<file path="src/rtl/ejector.sv">
// ejector: pulls flits addressed to this node off the four inter-router
// channels into a local ejection FIFO and passes everything else through to
// the deflection stage one cycle later.
// Optional feature: define GOLDEN_PRIORITY_EN so that golden matching flits
// win arbitration over non-golden ones.
module ejector #(
    parameter logic [2:0] LOCAL_ROW = 3'b100,
    parameter logic [2:0] LOCAL_COL = 3'b100,
    parameter int         DEPTH     = 4
) (
    input  logic       clk,
    input  logic       rst_n,
    input  logic [9:0] eastad,
    input  logic [9:0] westad,
    input  logic [9:0] northad,
    input  logic [9:0] southad,
    input  logic       e_vld,
    input  logic       w_vld,
    input  logic       n_vld,
    input  logic       s_vld,
    output logic [9:0] ead,
    output logic [9:0] wad,
    output logic [9:0] nad,
    output logic [9:0] sad,
    output logic       e_ovld,
    output logic       w_ovld,
    output logic       n_ovld,
    output logic       s_ovld,
    output logic [9:0] localad,
    output logic       local_vld,
    input  logic       local_rdy,
    output logic       eject_stall
);
    localparam int PW = $clog2(DEPTH);
    localparam int CW = PW + 1;
    localparam logic [CW-1:0] DEPTH_C = CW'(DEPTH);

    logic [9:0]    in_data [4];
    logic [3:0]    in_vld;
    logic [3:0]    match;
    logic [3:0]    cand;
    logic          win_found;
    logic [1:0]    win_idx;
    logic          pop;
    logic          eject;

    logic [9:0]    out_data_q [4];
    logic [9:0]    out_data_d [4];
    logic [3:0]    out_vld_q;
    logic [3:0]    out_vld_d;
    logic [9:0]    mem_q [DEPTH];
    logic [9:0]    mem_d [DEPTH];
    logic [PW-1:0] wr_ptr_q, wr_ptr_d;
    logic [PW-1:0] rd_ptr_q, rd_ptr_d;
    logic [CW-1:0] count_q, count_d;
    logic [1:0]    rr_ptr_q, rr_ptr_d;
    logic          eject_stall_q, eject_stall_d;

    assign in_data[0] = eastad;
    assign in_data[1] = westad;
    assign in_data[2] = northad;
    assign in_data[3] = southad;
    assign in_vld     = {s_vld, n_vld, w_vld, e_vld};

    assign ead    = out_data_q[0];
    assign wad    = out_data_q[1];
    assign nad    = out_data_q[2];
    assign sad    = out_data_q[3];
    assign e_ovld = out_vld_q[0];
    assign w_ovld = out_vld_q[1];
    assign n_ovld = out_vld_q[2];
    assign s_ovld = out_vld_q[3];

    assign local_vld   = (count_q != '0);
    assign localad     = mem_q[rd_ptr_q];
    assign eject_stall = eject_stall_q;

    // A channel matches when it is valid and addressed to this node's row and column
    always_comb begin
        match = 4'b0;
        for (int i = 0; i < 4; i++) begin
            match[i] = in_vld[i] && (in_data[i][5:3] == LOCAL_ROW)
                                 && (in_data[i][2:0] == LOCAL_COL);
        end
    end

    // Round-robin pick of the first candidate at or after rr_ptr; golden flits form the candidate set first when enabled
    always_comb begin
        logic [1:0] idx;
        cand      = match;
`ifdef GOLDEN_PRIORITY_EN
        for (int i = 0; i < 4; i++) begin
            if ((match & {in_data[3][9], in_data[2][9], in_data[1][9], in_data[0][9]}) != 4'b0) begin
                cand[i] = match[i] && in_data[i][9];
            end
        end
`endif
        win_found = 1'b0;
        win_idx   = 2'd0;
        idx       = 2'd0;
        for (int k = 3; k >= 0; k--) begin
            idx = rr_ptr_q + 2'(k);
            if (cand[idx]) begin
                win_found = 1'b1;
                win_idx   = idx;
            end
        end
    end

    // Next-state for pass-through channels, FIFO, arbiter pointer and stall flag
    always_comb begin
        pop   = local_vld && local_rdy;
        eject = win_found && ((count_q < DEPTH_C) || pop);

        for (int i = 0; i < 4; i++) begin
            out_data_d[i] = in_data[i];
            out_vld_d[i]  = in_vld[i];
            if (eject && (win_idx == 2'(i))) begin
                out_data_d[i] = 10'b0;
                out_vld_d[i]  = 1'b0;
            end
        end

        mem_d    = mem_q;
        wr_ptr_d = wr_ptr_q;
        rd_ptr_d = rd_ptr_q;
        count_d  = count_q;
        if (eject) begin
            mem_d[wr_ptr_q] = in_data[win_idx];
            wr_ptr_d        = wr_ptr_q + PW'(1);
        end
        if (pop) begin
            rd_ptr_d = rd_ptr_q + PW'(1);
        end
        case ({eject, pop})
            2'b10:   count_d = count_q + CW'(1);
            2'b01:   count_d = count_q - CW'(1);
            default: count_d = count_q;
        endcase

        rr_ptr_d      = eject ? (win_idx + 2'd1) : rr_ptr_q;
        eject_stall_d = (match != 4'b0) && !eject;
    end

    // State registers; synchronous reset discards flits in flight and FIFO contents
    always_ff @(posedge clk) begin
        if (!rst_n) begin
            for (int i = 0; i < 4; i++) begin
                out_data_q[i] <= 10'b0;
            end
            for (int j = 0; j < DEPTH; j++) begin
                mem_q[j] <= 10'b0;
            end
            out_vld_q     <= 4'b0;
            wr_ptr_q      <= '0;
            rd_ptr_q      <= '0;
            count_q       <= '0;
            rr_ptr_q      <= 2'd0;
            eject_stall_q <= 1'b0;
        end else begin
            out_data_q    <= out_data_d;
            mem_q         <= mem_d;
            out_vld_q     <= out_vld_d;
            wr_ptr_q      <= wr_ptr_d;
            rd_ptr_q      <= rd_ptr_d;
            count_q       <= count_d;
            rr_ptr_q      <= rr_ptr_d;
            eject_stall_q <= eject_stall_d;
        end
    end

endmodule

</file>
<file path="config.mk">
export PLATFORM = sky130hd
export DESIGN_NAME = ejector
export DESIGN_NICKNAME = d
export VERILOG_FILES = /design/src/rtl/ejector.sv
export SDC_FILE = /design/constraint.sdc
export NUM_CORES = 1
export LEC_CHECK = 0
export CELL_PAD_IN_SITES_DETAIL_PLACEMENT = 0
export CELL_PAD_IN_SITES_GLOBAL_PLACEMENT = 1
export CORE_AREA = 2 2 99 101
export CTS_CLUSTER_SIZE = 12
export DETAILED_ROUTE_END_ITERATION = 8
export DIE_AREA = 0 0 101 103
export GPL_TIMING_DRIVEN = 0
export PLACE_DENSITY_LB_ADDON = 0.1
export SLEW_MARGIN = 20
export SYNTH_ARGS = -nofsm -noshare
export SYNTH_HDL_FRONTEND = slang
export SYNTH_SLANG_ARGS = --single-unit
</file>
<file path="constraint.sdc">
create_clock -name clk -period 6.1 [get_ports clk]
set_input_delay 1.22 -clock clk [delete_from_list [all_inputs] [get_ports clk]]
set_output_delay 1.22 -clock clk [all_outputs]
set_load 0.005 [all_outputs]
</file>
==> flow_summary.ini, run 1 <==
[run_status]
run_status = finished, final reports clean

[sta]
fmax_ghz = 0.261
min_period_over_period_pct = 62.7
grt_setup_unrepaired = false
period_minus_slack_ns = 3.83
slew_headroom_pct = 49.4
setup_ws_ns = 2.27
fin_tns_setup_ns = 0
finalHoldViolations = 0
tightestPinTransition_ns = 0.759
slew_violations = 0
finalSetupViolCount = 0
skew_ns = 0.0109

[synthesis]
synth_seq_cells = 94
yosysTopAreaCellShare_pct = 52.8
syn_nets = 376
syn_area_per_cell_sq_um = 11.2
synth_common_cells = 94 x dfxtp_1, 53 x and2_1, 27 x nand3_1
yosysMostFrequentCell = dfxtp_1
ys_top_cells_by_area = dfxtp_1 53%, and2_1 9.3%, mux4_2 6.3%, o221ai_1 3.9%, nand3_1 3.8%
ys_seq_area_share_pct = 52.8
ys_types = 40
syn-instance-count = 319
synth_enable_flop_cells = 0
yosys.area.top_type = dfxtp_1
post_synth_instance_area_sq_um = 3560
synth_ff_type = dfxtp_1
async_flop_share_pct = 0
synth_warnings = 0

[detailed_routing]
wl_met2_um = 3870
vias_per_cell = 4.94
num_vias = 2721
dr.pass1.iters = 4
ant_nets = 0
wl_met3_um = 434
first_iter_violations = 155
wirelength_um = 8580
wire_per_inst_um = 15.6
routed.top_layer = met4
met1_length_um = 4170
drc = 0

[cts]
hold_buffers = 0
ctsResizeCount = 0
cts.reportedPaths.clkPinSlew_ns = 0.08
numClockSinks = 94
cts.htree.levels = 3
tritoncts = built
clkLatencyLatePin_ns = 0.36
cts_buffers = 9
clk_path_buf_depth = 2
postCtsSetupBuffers = 0
cts-root-buf = clkbuf_8

[place]
portBuffers = 102
place_ws_ns = 1.87
hpwl_um = 6400
postPlaceCellArea_sq_um = 4730
place_congestion = 0.730

[global_routing]
grt_pass1_wl_um = 13400
grt_start_max_net_pins = 16
grt_usage_pct = 17.0
antenna_found_initial = 0
grt_pass1_vias = 2657
grt_overflow_total = 0

[setup_path]
endpoint_kind = flop
worstRegToRegCells = 11
reg2reg_to = count_q[2]$_SDFFE_PN0P_
crit_fanout = 10
ff2ff_setup_slack_ns = 3.75
critPathRequiredTime_ns = 6.40
arrival_ns = 4.13
r2r_start = count_q[2]$_SDFFE_PN0P_
crit_type = in2reg
critPathLaunchType = primary input

[die]
chipWidth_um = 101
core-area_sq_um = 9460
rows = 36
ios = 103
start_util_pct = 37.7
die_area_sq_um = 10400
die_h_um = 103

[finish]
fillers = 858
area_delta_synth_final_pct = 38.9
num-nets-final = 489
layout-drive-gt1-share_pct = 8.24
antenna_cells = 0
final_core_util_pct = 52.3
design_area_sq_um = 4950

[worst_hold_path]
hold_start = mem_q[22]$_SDFFE_PN0P_
whs_endpoint = mem_q[22]$_SDFFE_PN0P_
hold_path_class = reg2reg
hold_depth = 1

[power]
p_per_area_nw_per_um2 = 245
vdd_ir_drop_max_v = 0.000135
p_leak_nw = 1.96

[flow_run]
cap_violations = 0
-- power breakdown --
group / total [mW] / switching, mW / internal [mW]
Clock: 0.457 / 0.214 / 0.243
Combinational: 0.118 / 0.0437 / 0.0745
Sequential: 0.637 / 0.00570 / 0.631
Total: 1.21 / 0.263 / 0.949
-- cell families after synthesis --
family	Yosys count	share of synthesized area (%)
AO/OA/AOI/OAI	43	9.76
AND/OR/NAND/NOR	125	21.0
buffers and inverters	24	2.88
XOR/XNOR	5	1.23
multiplexers	18	8.57
flip-flops	94	52.8
adder cells (fa/ha/maj)	10	3.72
-- layout by cell type, fill, tap and decap left out, drive strengths merged, types with 2 or more instances in the layout --
master | netlist | final
buf | 6 | 6
a21boi | 5 | 5
o21ai | 3 | 3
clkdlybuf4s50 | 0 | 102
nor2b | 3 | 3
nand3 | 27 | 27
and3 | 18 | 18
o221ai | 16 | 16
xnor2 | 3 | 3
a21oi | 5 | 5
nor2 | 4 | 4
inv | 9 | 10
or3 | 2 | 2
dfxtp | 94 | 94
and2 | 55 | 55
bufinv | 0 | 2
ha | 9 | 9
xor2 | 2 | 2
clkbuf | 9 | 20
mux4 | 10 | 10
o21a | 8 | 8
nor4bb | 2 | 2
mux2i | 8 | 8
nand2 | 8 | 8
-- final cells by class --
cell class	instances	area (sq um)	share of cell area [%]
Sequential cell	94	1880	38.0
Multi-Input combinational cell	201	1580	31.9
Timing Repair Buffer	102	1020	20.6
Tap cell	114	143	2.88
Clock buffer	11	141	2.86
Clock inverter	5	81.3	1.64
Buffer	15	68.8	1.39
Inverter	9	33.8	0.683
-- flip-flops by register name, indices dropped and copies added (netlist names) --
register / cells
ead: 10
count_q: 3
nad: 10
sad: 10
eject_stall: 1
out_vld_q: 4
rr_ptr_q: 2
wad: 10
mem_q: 40
wr_ptr_q: 2
rd_ptr_q: 2
-- per-stage QoR --
stage	instances	hold slack, ns	power, mW
after global placement	535	0.442	0.770
after CTS	551	0.474	1.23
after detailed placement	535	0.453	0.771
after global routing	551	0.488	1.27
after floorplan	319	0.435	0.692
final	551	0.466	1.21
-- worst max-delay path: stages --
cell	delay [ns]
clkdlybuf4s50_1	0.48
or3b_1	0.42
or2_4	0.27
and2_4	0.17
a211oi_4	0.40
inv_2	0.13
ha_1	0.21
a21boi_0	0.23
clkbuf_1	0.39
and2_1	0.19
-- worst max-delay path by stage --
stage          slack (ns)                      end  depth (start not counted)       from
6_report             2.27        ead[0]$_SDFF_PP0_                         10  westad[5]
5_1_grt              2.09        ead[0]$_SDFF_PP0_                         10  westad[5]
4_1_cts              2.24        ead[0]$_SDFF_PP0_                         10  westad[5]
3_5_place_dp         1.87        ead[8]$_SDFF_PP0_                         10  westad[5]
3_3_place_gp         1.86        ead[7]$_SDFF_PP0_                         10  westad[5]
2_1_floorplan        2.72  count_q[2]$_SDFFE_PN0P_                         12  westad[4]
-- metal layers --
layer	vias to the layer above	track usage, %
met5	-	0
met4	0	6.34
met3	9	4.14
met2	73	27.3
met1	1278	22.2
li1	1361	-
No activity file was read; power rests on OpenSTA's default activity.
==> run 2, diff against run 1 <==
--- a/config.mk
+++ b/config.mk
@@ -7,10 +7,10 @@
 export LEC_CHECK = 0
 export CELL_PAD_IN_SITES_DETAIL_PLACEMENT = 0
 export CELL_PAD_IN_SITES_GLOBAL_PLACEMENT = 1
-export CORE_AREA = 2 2 99 101
+export CORE_AREA = 2 2 107 109
 export CTS_CLUSTER_SIZE = 12
 export DETAILED_ROUTE_END_ITERATION = 8
-export DIE_AREA = 0 0 101 103
+export DIE_AREA = 0 0 109 111
 export GPL_TIMING_DRIVEN = 0
 export PLACE_DENSITY_LB_ADDON = 0.1
 export SLEW_MARGIN = 20
==> constraint.sdc (replaced) <==
create_clock -name clk -period 3.5 [get_ports clk]
set_input_delay 0.7 -clock clk [delete_from_list [all_inputs] [get_ports clk]]
set_output_delay 0.7 -clock clk [all_outputs]
set_load 0.005 [all_outputs]
==> run 2 against run 1 <==
Compared with the run above: sequential cell count unchanged; total power increased by 89%; non-clock buffer count unchanged; setup slack got worse by 2.1 ns; final area increased by 2.3%; sequential power increased by 74%; count of clock-buffer cells in the layout decreased by 1; combinational power increased by 75%; worst hold slack got worse by 0.0024 ns; core utilization decreased by 6.6 points; largest cell class unchanged.
==> flow_summary.ini, run 2 (synthesized netlist as in run 1, its figures left out) <==
[die]
ios = 103
die_h_um = 111
die_area_sq_um = 12100
start_util_pct = 32.2
rows = 39
core-area_sq_um = 11100
chipWidth_um = 109

[detailed_routing]
ant_nets = 0
wl_met2_um = 4080
met1_length_um = 4180
num_vias = 2721
first_iter_violations = 96
dr.pass1.iters = 4
vias_per_cell = 4.70
drc = 0
wire_per_inst_um = 15.4
wl_met3_um = 610
wirelength_um = 8940
routed.top_layer = met4

[setup_path]
crit_fanout = 10
critPathLaunchType = primary input
slowest_delay_ns = 0.46
arrival_ns = 3.61
cp_top_family = simple AND/OR/NAND/NOR gates
slowest_stage = clkdlybuf4s50_1
crit_type = in2reg
ff2ff_setup_slack_ns = 1.15
r2r_start = count_q[2]$_SDFFE_PN0P_
endpoint_kind = flop
startpoint = westad[5]
critPathBufInv = 3
worstPathCellList = clkdlybuf4s50_1, or3b_1, or2_4, and2_4, a211oi_4, inv_2, ha_1, a21boi_0, clkbuf_1, and2_1
critPathRequiredTime_ns = 3.78

[finish]
final_cell_mix = 102 x clkdlybuf4s50_1, 94 x dfxtp_1, 53 x and2_1, 27 x nand3_1, 18 x and3_1
layout-drive-gt1-share_pct = 8.49
num-nets-final = 489
antenna_cells = 0
final_core_util_pct = 45.7
area_delta_synth_final_pct = 42.1
largest_reg_flops = 40
regMostFlops = mem_q
design_area_sq_um = 5060
layout_commonest_cell = clkdlybuf4s50_1

[sta]
tightestPinTransition_ns = 0.756
period_minus_slack_ns = 3.33
fmax_ghz = 0.300
slew_violations = 0
finalSetupViolCount = 0
finalHoldViolations = 0
grt_setup_unrepaired = false
slew_headroom_pct = 49.6
min_period_over_period_pct = 95.1
skew_ns = 0.00518

[cts]
hold_buffers = 0
cts.htree.levels = 3
cts.reportedPaths.clkPinSlew_ns = 0.06
numClockSinks = 94
cts-root-buf = clkbuf_16
clk_path_buf_depth = 2
cts_buffers = 9
tritoncts = built
clkLatencyLatePin_ns = 0.33

[global_routing]
grt_usage_pct = 15.5
grt_overflow_total = 0
grt_start_max_net_pins = 16
antenna_found_initial = 0
grt_pass1_vias = 2693
grt_pass1_wl_um = 14300

[worst_hold_path]
hold_start = mem_q[25]$_SDFFE_PN0P_
hold_path_class = reg2reg

[flow_run]
cap_violations = 0

[place]
place_congestion = 0.754
hpwl_um = 6790
portBuffers = 102
postPlaceCellArea_sq_um = 4760

[power]
p_per_area_nw_per_um2 = 454
vdd_ir_drop_max_v = 0.000241
p_leak_nw = 1.99

[run_status]
run_status = finished, final reports clean
## run 2: cell count changes in the layout (fill, tap and decap cells not counted)
cell	delta
bufinv_16	-1
clkbuf_1	-2
clkbuf_16	+9
clkbuf_2	+1
clkbuf_8	-9
clkinvlp_4	+1
## run 2: final timing paths
kind	endpoint	cells past startpoint
worst min-delay path	mem_q[25]$_SDFFE_PN0P_	1
worst max-delay path	ead[0]$_SDFF_PP0_	10
worst max register to register	count_q[2]$_SDFFE_PN0P_	11
worst min register to register	mem_q[25]$_SDFFE_PN0P_	1
## run 2: routing by layer
metal  GRT usage, %  up-vias
li1               -     1361
met1           20.6     1274
met2           24.2       78
met3           4.53        8
met4           4.70        0
met5              0        -
## run 2: report_power, final
| group | leakage [nW] | internal, mW | switching [mW] |
|---|---|---|---|
| combinational | 1.08 | 0.130 | 0.0773 |
| clock | 0.141 | 0.570 | 0.407 |
| sequential | 0.770 | 1.10 | 0.0102 |
| total | 1.99 | 1.80 | 0.494 |
## run 2: final cells by class
type	instances	area, sq um
buffer	15	70.1
clock inverter	5	58.8
tap	143	179
fill	1101	6010
timing repair buffer	102	1020
inverter	9	33.8
clock buffer	10	239
multi-input combinational	201	1580
sequential	94	1880
## run 2: metrics by stage
| stage | cells | setup slack (ns) | setup TNS [ns] | hold slack [ns] | total power [mW] |
|---|---|---|---|---|---|
| 2_1_floorplan | 319 | 0.637 | 0 | 0.435 | 1.21 |
| 3_3_place_gp | 564 | -0.233 | -5.43 | 0.442 | 1.34 |
| 3_5_place_dp | 564 | -0.228 | -4.92 | 0.450 | 1.35 |
| 4_1_cts | 579 | 0.117 | 0 | 0.466 | 2.33 |
| 5_1_grt | 579 | 0.00620 | 0 | 0.482 | 2.39 |
| 6_report | 579 | 0.172 | 0 | 0.464 | 2.30 |
## run 2: what timing repair did
item                       4_1_cts  5_1_grt
gates resized for setup          0        2
buffers inserted                 0        0
setup endpoints to repair        0       10
==> run 3, diff against run 2 <==
--- a/config.mk
+++ b/config.mk
@@ -5,12 +5,13 @@
 export SDC_FILE = /design/constraint.sdc
 export NUM_CORES = 1
 export LEC_CHECK = 0
+export ABC_AREA = 1
 export CELL_PAD_IN_SITES_DETAIL_PLACEMENT = 0
 export CELL_PAD_IN_SITES_GLOBAL_PLACEMENT = 1
-export CORE_AREA = 2 2 107 109
+export CORE_AREA = 2 2 117 119
 export CTS_CLUSTER_SIZE = 12
 export DETAILED_ROUTE_END_ITERATION = 8
-export DIE_AREA = 0 0 109 111
+export DIE_AREA = 0 0 119 121
 export GPL_TIMING_DRIVEN = 0
 export PLACE_DENSITY_LB_ADDON = 0.1
 export SLEW_MARGIN = 20
==> run 3 against run 2 <==
Compared with the run above: synthesized cell count grew 60%; die area grew 19%; critical path depth shrank 5; via count grew 26%; global-route usage shrank 0.16 points; worst hold slack lost 0.028 ns; routed wire length grew 15%; count of clock-buffer cells in the layout is the same; cell count grew 39%; total power grew 2.5%; highest routed layer unchanged.
==> flow_summary.ini, run 3 <==
[run_status]
run_status = finished, final reports clean

[place]
portBuffers = 101
place_congestion = 0.771
place_ws_ns = 0.376
placed_cells = 787
postPlaceCellArea_sq_um = 5350
hpwl_um = 7790

[sta]
timing.hold.ws_ns = 0.436
slew_headroom_pct = 57.1
finalHoldViolations = 0
skew_ns = 0.00521
tightestPinTransition_ns = 0.643
slew_violations = 0
period_minus_slack_ns = 2.81
grt_setup_unrepaired = false
fin_tns_setup_ns = 0
finalSetupViolCount = 0
fmax_ghz = 0.356
setup_ws_ns = 0.690
min_period_over_period_pct = 80.3

[power]
vdd_ir_drop_max_v = 0.000235
finalPower_mw = 2.35
seq_power_share_pct = 47.3
p_per_area_nw_per_um2 = 417
clock_power_share_pct = 41.0
switchingPower_uw = 536
sw_frac_of_total_pct = 22.8
internal-power_mw = 1.82
comb_power_share_pct = 11.7
p_leak_nw = 2.59

[finish]
antenna_cells = 0
final_core_util_pct = 43.1
largest_reg_flops = 40
layout_commonest_cell = clkdlybuf4s50_1
regArea_sq_um = 1880
area_delta_synth_final_pct = 36.9
layoutNonFillerInstCount = 802
design_area_sq_um = 5640
multi_input_area_sq_um = 1770
num-nets-final = 679
fillers = 1301
final_cell_mix = 101 x clkdlybuf4s50_1, 94 x dfxtp_1, 86 x nor2_1, 65 x inv_1, 63 x nand2_1
layout-drive-gt1-share_pct = 14.2
regMostFlops = mem_q

[setup_path]
cp_top_family = buffers and inverters
endpoint_kind = output pin
critPathLaunchType = flop
slowest_delay_ns = 0.54
worstPathCellList = inv_1, clkbuf_1, o21ai_0, o22ai_1, clkdlybuf4s50_1
startpoint = rd_ptr_q[1]$_SDFFE_PN0P_
r2r_start = count_q[0]$_SDFFE_PN0P_
critPathRequiredTime_ns = 2.80
critPathBufInv = 3
crit_type = reg2out
slowest_stage = clkdlybuf4s50_1
crit_fanout = 10
arrival_ns = 2.11

[cts]
hold_buffers = 0
postCtsSetupBuffers = 0
cts.reportedPaths.clkPinSlew_ns = 0.06
cts_buffers = 9
tritoncts = built
numClockSinks = 94
ctsResizeCount = 0
clk_path_buf_depth = 2
clkLatencyLatePin_ns = 0.34
cts-root-buf = clkbuf_16
cts.htree.levels = 3

[global_routing]
grt_start_max_net_pins = 15
grt_pass1_vias = 3453
grt_usage_pct = 15.3
grt_pass1_wl_um = 17100
antenna_found_initial = 0
grt_overflow_total = 0

[worst_hold_path]
hold_start = mem_q[14]$_SDFFE_PN0P_
hold_path_class = reg2reg

[synthesis]
synth_warnings = 0
yosysTopAreaCellShare_pct = 45.7
syn_area_per_cell_sq_um = 8.07
ys_types = 32
synth_enable_flop_cells = 0
syn_nets = 567
async_flop_share_pct = 0
yosys.area.top_type = dfxtp_1
synth_seq_cells = 94
ys_seq_area_share_pct = 45.7
synth_ff_type = dfxtp_1
post_synth_instance_area_sq_um = 4120
ys_top_cells_by_area = dfxtp_1 46%, nor2_1 7.8%, inv_1 5.9%, nand2_1 5.7%, nand2_4 4.4%
synth_common_cells = 94 x dfxtp_1, 86 x nor2_1, 65 x inv_1
syn-instance-count = 510
yosysMostFrequentCell = dfxtp_1

[detailed_routing]
wire_per_inst_um = 12.8
first_iter_violations = 110
drc = 0
vias_per_cell = 4.28
dr.pass1.iters = 4
num_vias = 3436
ant_nets = 0
wirelength_um = 10300

[die]
chipWidth_um = 119
rows = 42
die_h_um = 121
die_area_sq_um = 14400
start_util_pct = 31.5
ios = 103
core-area_sq_um = 13100

[flow_run]
cap_violations = 0
run 3: cell types whose count changed in the layout (fill, tap and decap cells not counted), moves of 9 or more:
cell and delta:
nand2_2 +10, nand2_1 +55, mux4_2 -10, o22ai_1 +9
o21a_1 +16, nand2_4 +16, o221ai_1 -16, inv_1 +57
and2_1 -53, inv_2 +12, o21ai_0 +26, nor2_1 +82
and3_1 -18
run 3: metal layers:
metal  track usage [%]  up-vias  part of all wire [%]
li1                  -     1799                     -
met1              19.3     1557                    47
met2              24.9       70                    47
met3              4.70       10                   4.6
met4              5.13        0                   1.6
met5                 0        -                     0
run 3: cells by family after synthesis:
| kind of cell | count (synthesis) | synth area share [%] |
|---|---|---|
| AOI/OAI and AO/OA | 74 | 10.9 |
| xor gates and xnor gates | 1 | 0.213 |
| adders and majority gates | 10 | 3.22 |
| buffers and inverters | 103 | 11.3 |
| DFF | 94 | 45.7 |
| and+or+nand+nor | 228 | 28.6 |
run 3: final timing paths:
check                                 end  slack, ns  depth (start not counted)
hold reg to reg    mem_q[14]$_SDFFE_PN0P_       0.44                          2
hold / removal     mem_q[14]$_SDFFE_PN0P_       0.44                          2
setup / recovery               localad[0]       0.69                          5
setup reg to reg  count_q[2]$_SDFFE_PN0P_       1.32                         12
run 3: layout make-up:
type | count | area share (%)
Buffer | 18 | 2.13
Clock buffer | 10 | 4.24
Clock inverter | 5 | 0.888
Inverter | 85 | 6.13
Multi-Input combinational cell | 313 | 31.4
Sequential cell | 94 | 33.4
Tap cell | 176 | 3.91
Timing Repair Buffer | 101 | 17.9
run 3: worst register-to-register path, delay by kind of cell, from the launching register on:
kind	cells	cell delay [ns]
AO/OA/AOI/OAI	5	0.73
adder cells (fa/ha/maj)	2	0.58
buffers and inverters	3	0.20
flip-flops	1	0.30
AND/OR/NAND/NOR	2	0.24
run 3: power by group through the flow:
| stage | clock network (mW) | logic (mW) | registers, mW |
|---|---|---|---|
| final | 0.964 | 0.275 | 1.11 |
| after global routing | 1.05 | 0.305 | 1.12 |
| after CTS | 1.01 | 0.280 | 1.11 |
| after detailed placement | 0 | 0.279 | 1.14 |
| after floorplan | 0 | 0.114 | 1.14 |
| after global placement | 0 | 0.278 | 1.14 |
